==> config.mk <==
export PLATFORM = sky130hd
export DESIGN_NAME = pipeline_ctrl_flat
export DESIGN_NICKNAME = d
export VERILOG_FILES = /design/src/rtl/pipe_ctrl_pkg.sv /design/src/rtl/pipeline_ctrl_if.sv /design/src/rtl/hazard_detect.sv /design/src/rtl/pipeline_ctrl.sv /design/src/flat_wrapper.sv
export SDC_FILE = /design/constraint.sdc
export NUM_CORES = 1
export LEC_CHECK = 0
export ABC_AREA = 1
export CAP_MARGIN = 25
export CORE_MARGIN = 2
export CORE_UTILIZATION = 51
export DETAILED_ROUTE_END_ITERATION = 10
export PLACE_DENSITY = 0.95
export SLEW_MARGIN = 10
export SYNTH_ARGS = -nofsm -noshare
export SYNTH_HDL_FRONTEND = slang
export SYNTH_HIERARCHICAL = 1
export SYNTH_SLANG_ARGS = --single-unit
==> constraint.sdc <==
create_clock -name clk -period 4 [get_ports clk]
set_clock_uncertainty 0.2 [all_clocks]
set_input_delay 0.4 -clock clk [delete_from_list [all_inputs] [get_ports clk]]
set_output_delay 0.4 -clock clk [all_outputs]
set_load 0.02 [all_outputs]
==> src/rtl/pipe_ctrl_pkg.sv <==
// Shared encodings for the pipeline stall/flush sequencer: RV64 opcodes,
// the ECALL instruction word and the controller state type.
package pipe_ctrl_pkg;

    localparam logic [6:0] OPC_LOAD   = 7'b0000011;
    localparam logic [6:0] OPC_STORE  = 7'b0100011;
    localparam logic [6:0] OPC_BRANCH = 7'b1100011;
    localparam logic [6:0] OPC_JAL    = 7'b1101111;
    localparam logic [6:0] OPC_JALR   = 7'b1100111;
    localparam logic [6:0] OPC_OP     = 7'b0110011;
    localparam logic [6:0] OPC_OP32   = 7'b0111011;

    localparam logic [31:0] ECALL_INSN = 32'h0000_0073;

    typedef enum logic [1:0] {
        ST_RUN     = 2'd0,
        ST_BR_WAIT = 2'd1,
        ST_DRAIN   = 2'd2,
        ST_SVC     = 2'd3
    } state_e;

    function automatic logic uses_rs2(input logic [6:0] opc);
        return opc inside {OPC_OP, OPC_OP32, OPC_STORE, OPC_BRANCH};
    endfunction

    function automatic logic is_ctrl_xfer(input logic [6:0] opc);
        return opc inside {OPC_BRANCH, OPC_JAL, OPC_JALR};
    endfunction

endpackage

==> src/rtl/pipeline_ctrl_if.sv <==
// Status and latch-control bundle between the pipeline datapath (master)
// and the stall/flush sequencer (slave).
interface pipeline_ctrl_if;
    logic        de_v;
    logic [31:0] de_ir;
    logic        exe_v;
    logic [6:0]  exe_opc;
    logic [4:0]  exe_drid;
    logic        mem_stall;
    logic        br_resolved;
    logic        br_taken;
    logic        ecall_ack;

    logic        ld_pc;
    logic        pc_sel;
    logic        ld_de;
    logic        de_v_in;
    logic        ld_agex;
    logic        exe_v_in;
    logic        ld_mem;
    logic        ld_wb;
    logic        wb_v_in;
    logic        v_de_br_stall;
    logic        ecall_req;

    modport master (
        output de_v, de_ir, exe_v, exe_opc, exe_drid, mem_stall,
               br_resolved, br_taken, ecall_ack,
        input  ld_pc, pc_sel, ld_de, de_v_in, ld_agex, exe_v_in,
               ld_mem, ld_wb, wb_v_in, v_de_br_stall, ecall_req
    );

    modport slave (
        input  de_v, de_ir, exe_v, exe_opc, exe_drid, mem_stall,
               br_resolved, br_taken, ecall_ack,
        output ld_pc, pc_sel, ld_de, de_v_in, ld_agex, exe_v_in,
               ld_mem, ld_wb, wb_v_in, v_de_br_stall, ecall_req
    );
endinterface

==> src/rtl/hazard_detect.sv <==
// Combinational load-use compare between a load in AGEX and the
// source registers of the instruction waiting in DE.
module hazard_detect
    import pipe_ctrl_pkg::*;
(
    input  logic       de_v,
    input  logic [6:0] de_opc,
    input  logic [4:0] de_rs1,
    input  logic [4:0] de_rs2,
    input  logic       exe_v,
    input  logic [6:0] exe_opc,
    input  logic [4:0] exe_drid,
    output logic       load_use
);

    logic exe_is_load;
    logic rs1_hit;
    logic rs2_hit;

    // A load targeting x0 never produces a value anyone waits for.
    assign exe_is_load = exe_v && (exe_opc == OPC_LOAD) && (exe_drid != 5'd0);
    assign rs1_hit     = (exe_drid == de_rs1);
    assign rs2_hit     = (exe_drid == de_rs2) && uses_rs2(de_opc);
    assign load_use    = de_v && exe_is_load && (rs1_hit || rs2_hit);

endmodule

==> src/rtl/pipeline_ctrl.sv <==
// Stall/flush sequencer for the 5-stage RV64 pipeline: load-use interlock,
// branch resolution wait, memory-stall freeze and ECALL drain.
module pipeline_ctrl
    import pipe_ctrl_pkg::*;
#(
    parameter int CNT_W       = 32,
    parameter int DRAIN_DEPTH = 3
) (
    input  logic             clk,
    input  logic             rst_n,
    pipeline_ctrl_if.slave   bus,
    output logic [CNT_W-1:0] stall_cnt
);

    localparam int DRN_W = $clog2(DRAIN_DEPTH + 1);

    state_e           state, state_nxt;
    logic [DRN_W-1:0] drain_cnt, drain_nxt;
    logic             load_use;
    logic             de_ctrl;
    logic             de_ecall;

    hazard_detect u_hazard_detect (
        .de_v     (bus.de_v),
        .de_opc   (bus.de_ir[6:0]),
        .de_rs1   (bus.de_ir[19:15]),
        .de_rs2   (bus.de_ir[24:20]),
        .exe_v    (bus.exe_v),
        .exe_opc  (bus.exe_opc),
        .exe_drid (bus.exe_drid),
        .load_use (load_use)
    );

    assign de_ctrl  = bus.de_v && is_ctrl_xfer(bus.de_ir[6:0]);
    assign de_ecall = bus.de_v && (bus.de_ir == ECALL_INSN);

    // NOTE: state is updated with non-blocking assignments so every flop samples pre-edge values.
    always_ff @(posedge clk or negedge rst_n) begin
        if (!rst_n) begin
            state     <= ST_RUN;
            drain_cnt <= '0;
        end else begin
            state     <= state_nxt;
            drain_cnt <= drain_nxt;
        end
    end

    // A stall or interlock freezes the sequence; a branch held back by a
    // load-use bubble enters BR_WAIT only once it actually moves to AGEX.
    always_comb begin
        state_nxt = state;
        drain_nxt = drain_cnt;
        if (!bus.mem_stall && !load_use) begin
            unique case (state)
                ST_RUN: begin
                    if (de_ctrl) begin
                        state_nxt = ST_BR_WAIT;
                    end else if (de_ecall) begin
                        state_nxt = ST_DRAIN;
                        drain_nxt = DRN_W'(DRAIN_DEPTH);
                    end
                end
                ST_BR_WAIT: if (bus.br_resolved) state_nxt = ST_RUN;
                ST_DRAIN: begin
                    drain_nxt = drain_cnt - DRN_W'(1);
                    if (drain_cnt == DRN_W'(1)) state_nxt = ST_SVC;
                end
                ST_SVC: if (bus.ecall_ack) state_nxt = ST_RUN;
                default: state_nxt = ST_RUN;
            endcase
        end
    end

    // NOTE: every output gets a default first so no path through this block infers a latch.
    always_comb begin
        bus.ld_pc     = 1'b1;
        bus.pc_sel    = 1'b0;
        bus.ld_de     = 1'b1;
        bus.de_v_in   = 1'b1;
        bus.ld_agex   = 1'b1;
        bus.exe_v_in  = bus.de_v;
        bus.ld_mem    = 1'b1;
        bus.ld_wb     = 1'b1;
        bus.wb_v_in   = 1'b1;
        bus.ecall_req = 1'b0;
        if (!rst_n) begin
            bus.ld_pc    = 1'b0;
            bus.ld_de    = 1'b0;
            bus.de_v_in  = 1'b0;
            bus.ld_agex  = 1'b0;
            bus.exe_v_in = 1'b0;
            bus.ld_mem   = 1'b0;
            bus.ld_wb    = 1'b0;
            bus.wb_v_in  = 1'b0;
        end else if (bus.mem_stall) begin
            // Everything up to MEM holds; WB drains with a bubble.
            bus.ld_pc    = 1'b0;
            bus.ld_de    = 1'b0;
            bus.de_v_in  = 1'b0;
            bus.ld_agex  = 1'b0;
            bus.exe_v_in = 1'b0;
            bus.ld_mem   = 1'b0;
            bus.wb_v_in  = 1'b0;
        end else if (load_use) begin
            bus.ld_pc    = 1'b0;
            bus.ld_de    = 1'b0;
            bus.exe_v_in = 1'b0;
        end else begin
            unique case (state)
                ST_RUN: begin
                    if (de_ctrl || de_ecall) begin
                        bus.ld_pc   = 1'b0;
                        bus.de_v_in = 1'b0;
                    end
                end
                ST_BR_WAIT: begin
                    bus.ld_pc   = bus.br_resolved;
                    bus.pc_sel  = bus.br_resolved && bus.br_taken;
                    bus.de_v_in = 1'b0;
                end
                ST_DRAIN: begin
                    bus.ld_pc    = 1'b0;
                    bus.de_v_in  = 1'b0;
                    bus.exe_v_in = 1'b0;
                end
                ST_SVC: begin
                    bus.ld_pc     = bus.ecall_ack;
                    bus.de_v_in   = 1'b0;
                    bus.exe_v_in  = 1'b0;
                    bus.ecall_req = 1'b1;
                end
                default: bus.ld_pc = 1'b0;
            endcase
        end
    end

    assign bus.v_de_br_stall = (state == ST_BR_WAIT);

    always_ff @(posedge clk or negedge rst_n) begin
        if (!rst_n) begin
            stall_cnt <= '0;
        end else if (!bus.ld_pc && (stall_cnt != {CNT_W{1'b1}})) begin
            stall_cnt <= stall_cnt + CNT_W'(1);
        end
    end

endmodule
==> src/flat_wrapper.sv <==
// flat-port wrapper written by rule: the top's interface ports become plain ports
module pipeline_ctrl_flat import pipe_ctrl_pkg::*;
#(
    parameter int CNT_W       = 32,
    parameter int DRAIN_DEPTH = 3
)
  (clk, rst_n, stall_cnt, bus_de_v, bus_de_ir, bus_exe_v, bus_exe_opc, bus_exe_drid, bus_mem_stall, bus_br_resolved, bus_br_taken, bus_ecall_ack, bus_ld_pc, bus_pc_sel, bus_ld_de, bus_de_v_in, bus_ld_agex, bus_exe_v_in, bus_ld_mem, bus_ld_wb, bus_wb_v_in, bus_v_de_br_stall, bus_ecall_req);
  pipeline_ctrl_if bus_i ();
  input  logic clk;
  input  logic rst_n;
  output logic [CNT_W-1:0] stall_cnt;
  input wire logic [$bits(bus_i.de_v)-1:0] bus_de_v;
  input wire logic [$bits(bus_i.de_ir)-1:0] bus_de_ir;
  input wire logic [$bits(bus_i.exe_v)-1:0] bus_exe_v;
  input wire logic [$bits(bus_i.exe_opc)-1:0] bus_exe_opc;
  input wire logic [$bits(bus_i.exe_drid)-1:0] bus_exe_drid;
  input wire logic [$bits(bus_i.mem_stall)-1:0] bus_mem_stall;
  input wire logic [$bits(bus_i.br_resolved)-1:0] bus_br_resolved;
  input wire logic [$bits(bus_i.br_taken)-1:0] bus_br_taken;
  input wire logic [$bits(bus_i.ecall_ack)-1:0] bus_ecall_ack;
  output wire logic [$bits(bus_i.ld_pc)-1:0] bus_ld_pc;
  output wire logic [$bits(bus_i.pc_sel)-1:0] bus_pc_sel;
  output wire logic [$bits(bus_i.ld_de)-1:0] bus_ld_de;
  output wire logic [$bits(bus_i.de_v_in)-1:0] bus_de_v_in;
  output wire logic [$bits(bus_i.ld_agex)-1:0] bus_ld_agex;
  output wire logic [$bits(bus_i.exe_v_in)-1:0] bus_exe_v_in;
  output wire logic [$bits(bus_i.ld_mem)-1:0] bus_ld_mem;
  output wire logic [$bits(bus_i.ld_wb)-1:0] bus_ld_wb;
  output wire logic [$bits(bus_i.wb_v_in)-1:0] bus_wb_v_in;
  output wire logic [$bits(bus_i.v_de_br_stall)-1:0] bus_v_de_br_stall;
  output wire logic [$bits(bus_i.ecall_req)-1:0] bus_ecall_req;
  assign bus_i.de_v = bus_de_v;
  assign bus_i.de_ir = bus_de_ir;
  assign bus_i.exe_v = bus_exe_v;
  assign bus_i.exe_opc = bus_exe_opc;
  assign bus_i.exe_drid = bus_exe_drid;
  assign bus_i.mem_stall = bus_mem_stall;
  assign bus_i.br_resolved = bus_br_resolved;
  assign bus_i.br_taken = bus_br_taken;
  assign bus_i.ecall_ack = bus_ecall_ack;
  assign bus_ld_pc = bus_i.ld_pc;
  assign bus_pc_sel = bus_i.pc_sel;
  assign bus_ld_de = bus_i.ld_de;
  assign bus_de_v_in = bus_i.de_v_in;
  assign bus_ld_agex = bus_i.ld_agex;
  assign bus_exe_v_in = bus_i.exe_v_in;
  assign bus_ld_mem = bus_i.ld_mem;
  assign bus_ld_wb = bus_i.ld_wb;
  assign bus_wb_v_in = bus_i.wb_v_in;
  assign bus_v_de_br_stall = bus_i.v_de_br_stall;
  assign bus_ecall_req = bus_i.ecall_req;
  pipeline_ctrl #(.CNT_W(CNT_W), .DRAIN_DEPTH(DRAIN_DEPTH)) u_core (.clk(clk), .rst_n(rst_n), .bus(bus_i), .stall_cnt(stall_cnt));
endmodule
==> results of run 1 <==
==> kinds of logic (layout without fill, tap and decap cells) <==
| family | Yosys count | in the layout | share of synthesized area (%) |
|---|---|---|---|
| AO/OA/AOI/OAI | 9 | 9 | 1.72 |
| XOR/XNOR | 16 | 16 | 4.69 |
| adder cells (fa/ha/maj) | 2 | 2 | 0.837 |
| buffers and inverters | 55 | 147 | 8.28 |
| flip-flops | 36 | 36 | 30.1 |
| AND/OR/NAND/NOR | 386 | 386 | 54.4 |
==> power by group <==
part	switching (uW)	internal (uW)	total [uW]	leakage [uW]
Clock	135	119	253	0.0000410
Combinational	318	236	554	0.00138
Sequential	81.5	419	500	0.000486
==> registers in the layout (all words and copies together), names as in the netlist <==
name,count
u_core/stall_cnt,32
u_core/state,2
u_core/drain_cnt,2
==> worst min-delay path by stage <==
| stage | endpoint | startpoint | slack [ns] |
|---|---|---|---|
| finish | u_core/stall_cnt[22] | rst_n | 0.007 |
| global route | u_core/stall_cnt[8] | rst_n | 0.04 |
| CTS | u_core/stall_cnt[22] | rst_n | 0.02 |
| detailed placement | u_core/drain_cnt[1] | u_core/drain_cnt[1] | 0.26 |
| global placement | u_core/drain_cnt[1] | u_core/drain_cnt[1] | 0.26 |
| floorplan | u_core/drain_cnt[0] | rst_n | -0.1 |
==> synthesized netlist by cell type, types with 5 or more instances <==
cell / count
nand2_1: 225
inv_1: 41
xnor2_1: 5
buf_2: 6
dfrtp_1: 36
xor2_1: 11
nor2_1: 84
nand3_1: 45
nand3b_1: 15
==> per-layer routing <==
| metal | part of all wire (%) | vias to the layer above |
|---|---|---|
| met4 | 1.5 | 0 |
| met5 | 0 | - |
| met2 | 50 | 173 |
| li1 | - | 1736 |
| met1 | 41 | 1620 |
| met3 | 7.3 | 18 |
==> cell type report <==
type	instances	area (um2)	area share [%]
Sequential cell	36	901	22.4
Multi-Input combinational cell	413	1840	45.7
Inverter	43	161	4.00
Tap cell	72	90.1	2.24
Clock inverter	1	5.00	0.124
Clock buffer	6	72.6	1.80
Timing Repair Buffer	97	958	23.8
==> through the flow <==
stage | cells | setup slack (ns) | power, uW | instance area, um2
floorplan | 504 | 1.63 | 827 | 2990
global placement | 661 | 0.655 | 1030 | 3950
CTS | 668 | 0.565 | 1300 | 4030
finish | 668 | 0.554 | 1310 | 4030
global route | 668 | 0.377 | 1380 | 4030
detailed placement | 661 | 0.568 | 1050 | 3950
==> cell usage in the layout (no fill, tap or decap), types with 3 or more instances in the layout <==
master and instances:
nand2_1 225, clkdlybuf4s50_1 93, nor2_1 84, nand3_1 45
inv_1 41, dfrtp_1 36, nand3b_1 15, xor2_1 11
clkbuf_8 5, xnor2_1 5, buf_4 3, nor3_1 3
a21oi_1 3, nand4_1 3, o21ai_0 3, nand2_2 3
==> results.json, run 1 <==
{
  "fmax_mhz": 290,
  "fillCellCount": 481,
  "grt_setup_unrepaired": "false",
  "cp.depth": 13,
  "crit_path_start": "bus_exe_drid[2]",
  "cp_common_cell": "nand3_1",
  "row_count": 27,
  "cp.required_ns": 3.40,
  "max_slew.worst_pin.slew_ns": 0.617,
  "fin_util_pct": 72.3,
  "placeableCoreArea_um2": 5570,
  "htree_levels": 2,
  "syn_nets": 558,
  "netlist.top_cell.by_area": "dfrtp_1",
  "drive_above_1_share_pct": 3.86,
  "gp_congestion": 0.954,
  "antenna_cells": 0,
  "critPathSlowestCell": "clkdlybuf4s50_1",
  "cp_top_family": "buffers and inverters",
  "path_cells": "clkdlybuf4s50_1, nor3_1, nand3_1, nand3_1, a21oi_2, nor2_1, o21ai_0, nor2_1, nand3_1, inv_1, nand2_2, inv_1, clkdlybuf4s50_1",
  "critPathCapture": "bus_ld_pc",
  "clkLatencyLatePin_ns": 0.29,
  "p_per_area_nw_per_um2": 324,
  "start_kind": "input port",
  "start_util_pct": 53.6,
  "drc_errors": 0,
  "slowest_delay_ns": 0.60,
  "grt.overflow.total": 0,
  "cts_hold_buf": 0,
  "crit_arrival_ns": 2.85,
  "cts_root_buf": "clkbuf_8",
  "cts_tree": "yes",
  "grt_pass1_wl_mm": 15.1,
  "cts_buffers": 5,
  "synthCells": 504,
  "antenna_left": 0,
  "clk_pin_slew_worst_paths_ns": 0.08,
  "synth_top_area_share_pct": 30.1,
  "status": "complete, no violations",
  "nets": 650,
  "synth_cell_types": 27,
  "reg2reg_setup_slack_ns": 1.42,
  "cts_setup_buffers": 0,
  "hpwl_mm": 7.16,
  "leakagePower_uw": 0.00190,
  "clk_path_buf_depth": 2,
  "slew_headroom_pct": 58.7,
  "holdWs_ns": 0.00655,
  "hp-class": "input port to asynchronous set/reset pin",
  "num_vias": 3547,
  "ys_ff_latch": 36,
  "synth_edf_count": 0,
  "die_w_um": 80.6,
  "crit_type": "input port to output pin",
  "die-area_um2": 6490,
  "wl_per_cell_um": 13.9,
  "synth_area_um2": 2990,
  "met2_usage_pct": 51.2,
  "synth.avg_cell_area_um2": 5.93,
  "wirelength_mm": 9.26,
  "maxSlewViolCount": 0,
  "hold_viol": 0,
  "die_h_um": 80.6,
  "crit_fanout": 5,
  "area_growth_pct": 34.8,
  "portBuffers": 94,
  "cts_resized": 0,
  "synthArstFlopShare_pct": 100,
  "post-route-min-period_ns": 3.45,
  "yosysWarningCount": 6,
  "firstDrtPassIters": 6,
  "irDropWorstVdd_uv": 355,
  "top_usage_layer": "met2",
  "end_kind": "output pin",
  "reg2reg_to": "u_core/stall_cnt[6]",
  "max-cap-violations": 0,
  "clock_sinks": 36,
  "path_buf_inv": 4,
  "synth_flop_cell": "dfrtp_1",
  "timing.final.crit_share_pct": 86.1,
  "globalRouteTotalUtil_pct": 29.5,
  "r2r_cells": 9,
  "ys_top_cells_by_area": "dfrtp_1 30%, nand2_1 28%, nor2_1 11%",
  "met1_usage_pct": 37.9,
  "ys_seq_area_share_pct": 30.1,
  "fin_tns_setup_ns": 0,
  "ios": 95,
  "vias_per_cell": 5.31,
  "setup_violations": 0,
  "reg2reg_from": "u_core/stall_cnt[0]",
  "drt_iter0_markers": 338,
  "grt_pass1_vias": 3324,
  "grt_max_degree": 39,
  "antenna_found_initial": 0,
  "grtUsageMet3_pct": 5.51
}
Power figures use the tool's default switching activity.
==> run 2: changes to the inputs <==
--- a/config.mk
+++ b/config.mk
@@ -8,9 +8,11 @@
 export ABC_AREA = 1
 export CAP_MARGIN = 25
 export CORE_MARGIN = 2
-export CORE_UTILIZATION = 51
+export CORE_UTILIZATION = 55
 export DETAILED_ROUTE_END_ITERATION = 10
-export PLACE_DENSITY = 0.95
+export DONT_BUFFER_PORTS = 1
+export PLACE_DENSITY = 0.78
+export SETUP_SLACK_MARGIN = 0.02
 export SLEW_MARGIN = 10
 export SYNTH_ARGS = -nofsm -noshare
 export SYNTH_HDL_FRONTEND = slang
==> run 2 against run 1 <==
Via count shrank 14%. Die area shrank 6.9%. Final cell count shrank 14%. Setup slack gained 0.66 ns. Utilization shrank 12 points. Clock-buffer cell count is the same. Combinational power shrank 35%. Largest cell class unchanged. Total power shrank 13%. Clock power shrank 6%. Non-clock buffer count shrank 92.
==> results.json, run 2 (synthesized netlist as in run 1, its figures left out) <==
{
  "status": "complete, no violations",
  "cts_root_buf": "clkbuf_8",
  "reg.largest.list": "u_core/stall_cnt: 32 flops, u_core/drain_cnt: 2 flops, u_core/state: 2 flops",
  "reg2reg_from": "u_core/stall_cnt[0]",
  "drive_above_1_share_pct": 4.56,
  "hold_viol": 0,
  "slowest_delay_ns": 0.59,
  "area_growth_pct": 4.39,
  "critPathSlowestCell": "dfrtp_1",
  "antenna_cells": 0,
  "cts_buffers": 5,
  "cts_resized": 0,
  "max-cap-violations": 0,
  "crit_arrival_ns": 2.81,
  "grt_pass1_wl_mm": 13.0,
  "holdWs_ns": 0.154,
  "row_count": 26,
  "die_w_um": 77.7,
  "start_kind": "register",
  "start_util_pct": 57.8,
  "regMostFlops": "u_core/stall_cnt",
  "num_vias": 3057,
  "ios": 95,
  "drc_errors": 0,
  "grt.overflow.total": 0,
  "maxSlewViolCount": 0,
  "firstDrtPassIters": 5,
  "r2r_cells": 10,
  "grt_max_degree": 37,
  "cp.required_ns": 4.03,
  "path_cells": "ha_1, nand3_2, nor2_4, nand4_2, nor2_2, nand3_2, buf_4, nand2_2, nand2_1, nand2_1",
  "cts_hold_buf": 2,
  "max_slew.worst_pin.slew_ns": 0.576,
  "end_kind": "register",
  "crit_fanout": 32,
  "wl_per_cell_um": 13.2,
  "gp_congestion": 0.971,
  "reg2reg_setup_slack_ns": 1.21,
  "globalRouteTotalUtil_pct": 26.6,
  "timing.final.crit_share_pct": 69.7,
  "irDropWorstVdd_uv": 206,
  "die-area_um2": 6040,
  "layout_commonest_cell": "nand2_1",
  "hold_start": "bus_mem_stall",
  "wirelength_mm": 7.57,
  "htree_levels": 2,
  "clk_pin_slew_worst_paths_ns": 0.07,
  "hold_path_depth": 3,
  "cts_tree": "yes",
  "whs_endpoint": "u_core/drain_cnt[1]",
  "setup_violations": 0,
  "portBuffers": 0,
  "nets": 558,
  "vias_per_cell": 5.33,
  "placeableCoreArea_um2": 5170,
  "fin_tns_setup_ns": 0,
  "cp_top_family": "simple AND/OR/NAND/NOR gates",
  "antenna_left": 0,
  "final_cell_mix": "225 x nand2_1, 84 x nor2_1, 45 x nand3_1",
  "drt_iter0_markers": 243,
  "die_h_um": 77.7,
  "hp-class": "input port to register",
  "crit_path_start": "u_core/stall_cnt[0]",
  "p_per_area_nw_per_um2": 365,
  "post-route-min-period_ns": 2.79,
  "clk_path_buf_depth": 2,
  "path_buf_inv": 1,
  "slew_headroom_pct": 61.4,
  "cts_setup_buffers": 0,
  "leakagePower_uw": 0.00157,
  "fillCellCount": 486,
  "clkLatencyLatePin_ns": 0.29,
  "largest_register_ffs": 32,
  "hpwl_mm": 5.88,
  "reg2reg_to": "u_core/stall_cnt[20]",
  "clock_sinks": 36,
  "crit_type": "register to register",
  "grt_setup_unrepaired": "false",
  "antenna_found_initial": 0,
  "grt_pass1_vias": 2854,
  "fmax_mhz": 359
}
## run 2: cell count changes in the layout (fill, tap and decap cells not counted)
cell	before	now
clkdlybuf4s50_1	93	0
buf_12	0	1
buf_2	1	0
dlygate4sd3_1	0	1
## run 2: how the worst max path moves through the flow
| stage | endpoint | depth (start not counted) | slack, ns |
|---|---|---|---|
| floorplan | bus_ld_pc | 12 | 1.63 |
| global placement | u_core/stall_cnt[11] | 13 | 1.24 |
| detailed placement | u_core/stall_cnt[20] | 13 | 1.23 |
| CTS | u_core/stall_cnt[20] | 10 | 1.23 |
| global route | u_core/stall_cnt[20] | 10 | 0.94 |
| finish | u_core/stall_cnt[20] | 10 | 1.21 |
## run 2: final cells by class
cell class              count  area (um2)  share of cell area, %
flip-flops and latches     36         901                   28.9
well taps                  70        87.6                   2.81
repair buffers              5        52.6                   1.68
clock inverters             1        5.00                  0.160
inverters                  43         161                   5.17
multi-input cells         413        1840                   59.0
clock buffers               6        72.6                   2.32
## run 2: power breakdown
group	internal, uW	switching (uW)
Combinational	123	235
Clock	118	119
Sequential	418	126
Total	660	480
## run 2: worst min-delay path, stage by stage
cell and delay, ns:
nor2_1 0.06, nand3_1 0.09, nand2_1 0.05
## run 2: through the flow
step / utilization, % / cells / power (uW) / setup slack [ns] / area (um2)
after global placement: 58.3 / 565 / 879 / 1.24 / 3010
after global routing: 60.4 / 574 / 1220 / 0.941 / 3120
final: 60.4 / 574 / 1140 / 1.21 / 3120
after detailed placement: 58.3 / 565 / 893 / 1.23 / 3010
after floorplan: - / 504 / 827 / 1.63 / 2990
after CTS: 60.4 / 574 / 1140 / 1.23 / 3120
## run 2: routing by layer
layer | GRT usage (%) | part of all wire (%)
met2 | 42.4 | 45
met5 | 0 | 0
met3 | 6.63 | 8.3
met4 | 7.32 | 1.5
met1 | 35.8 | 45
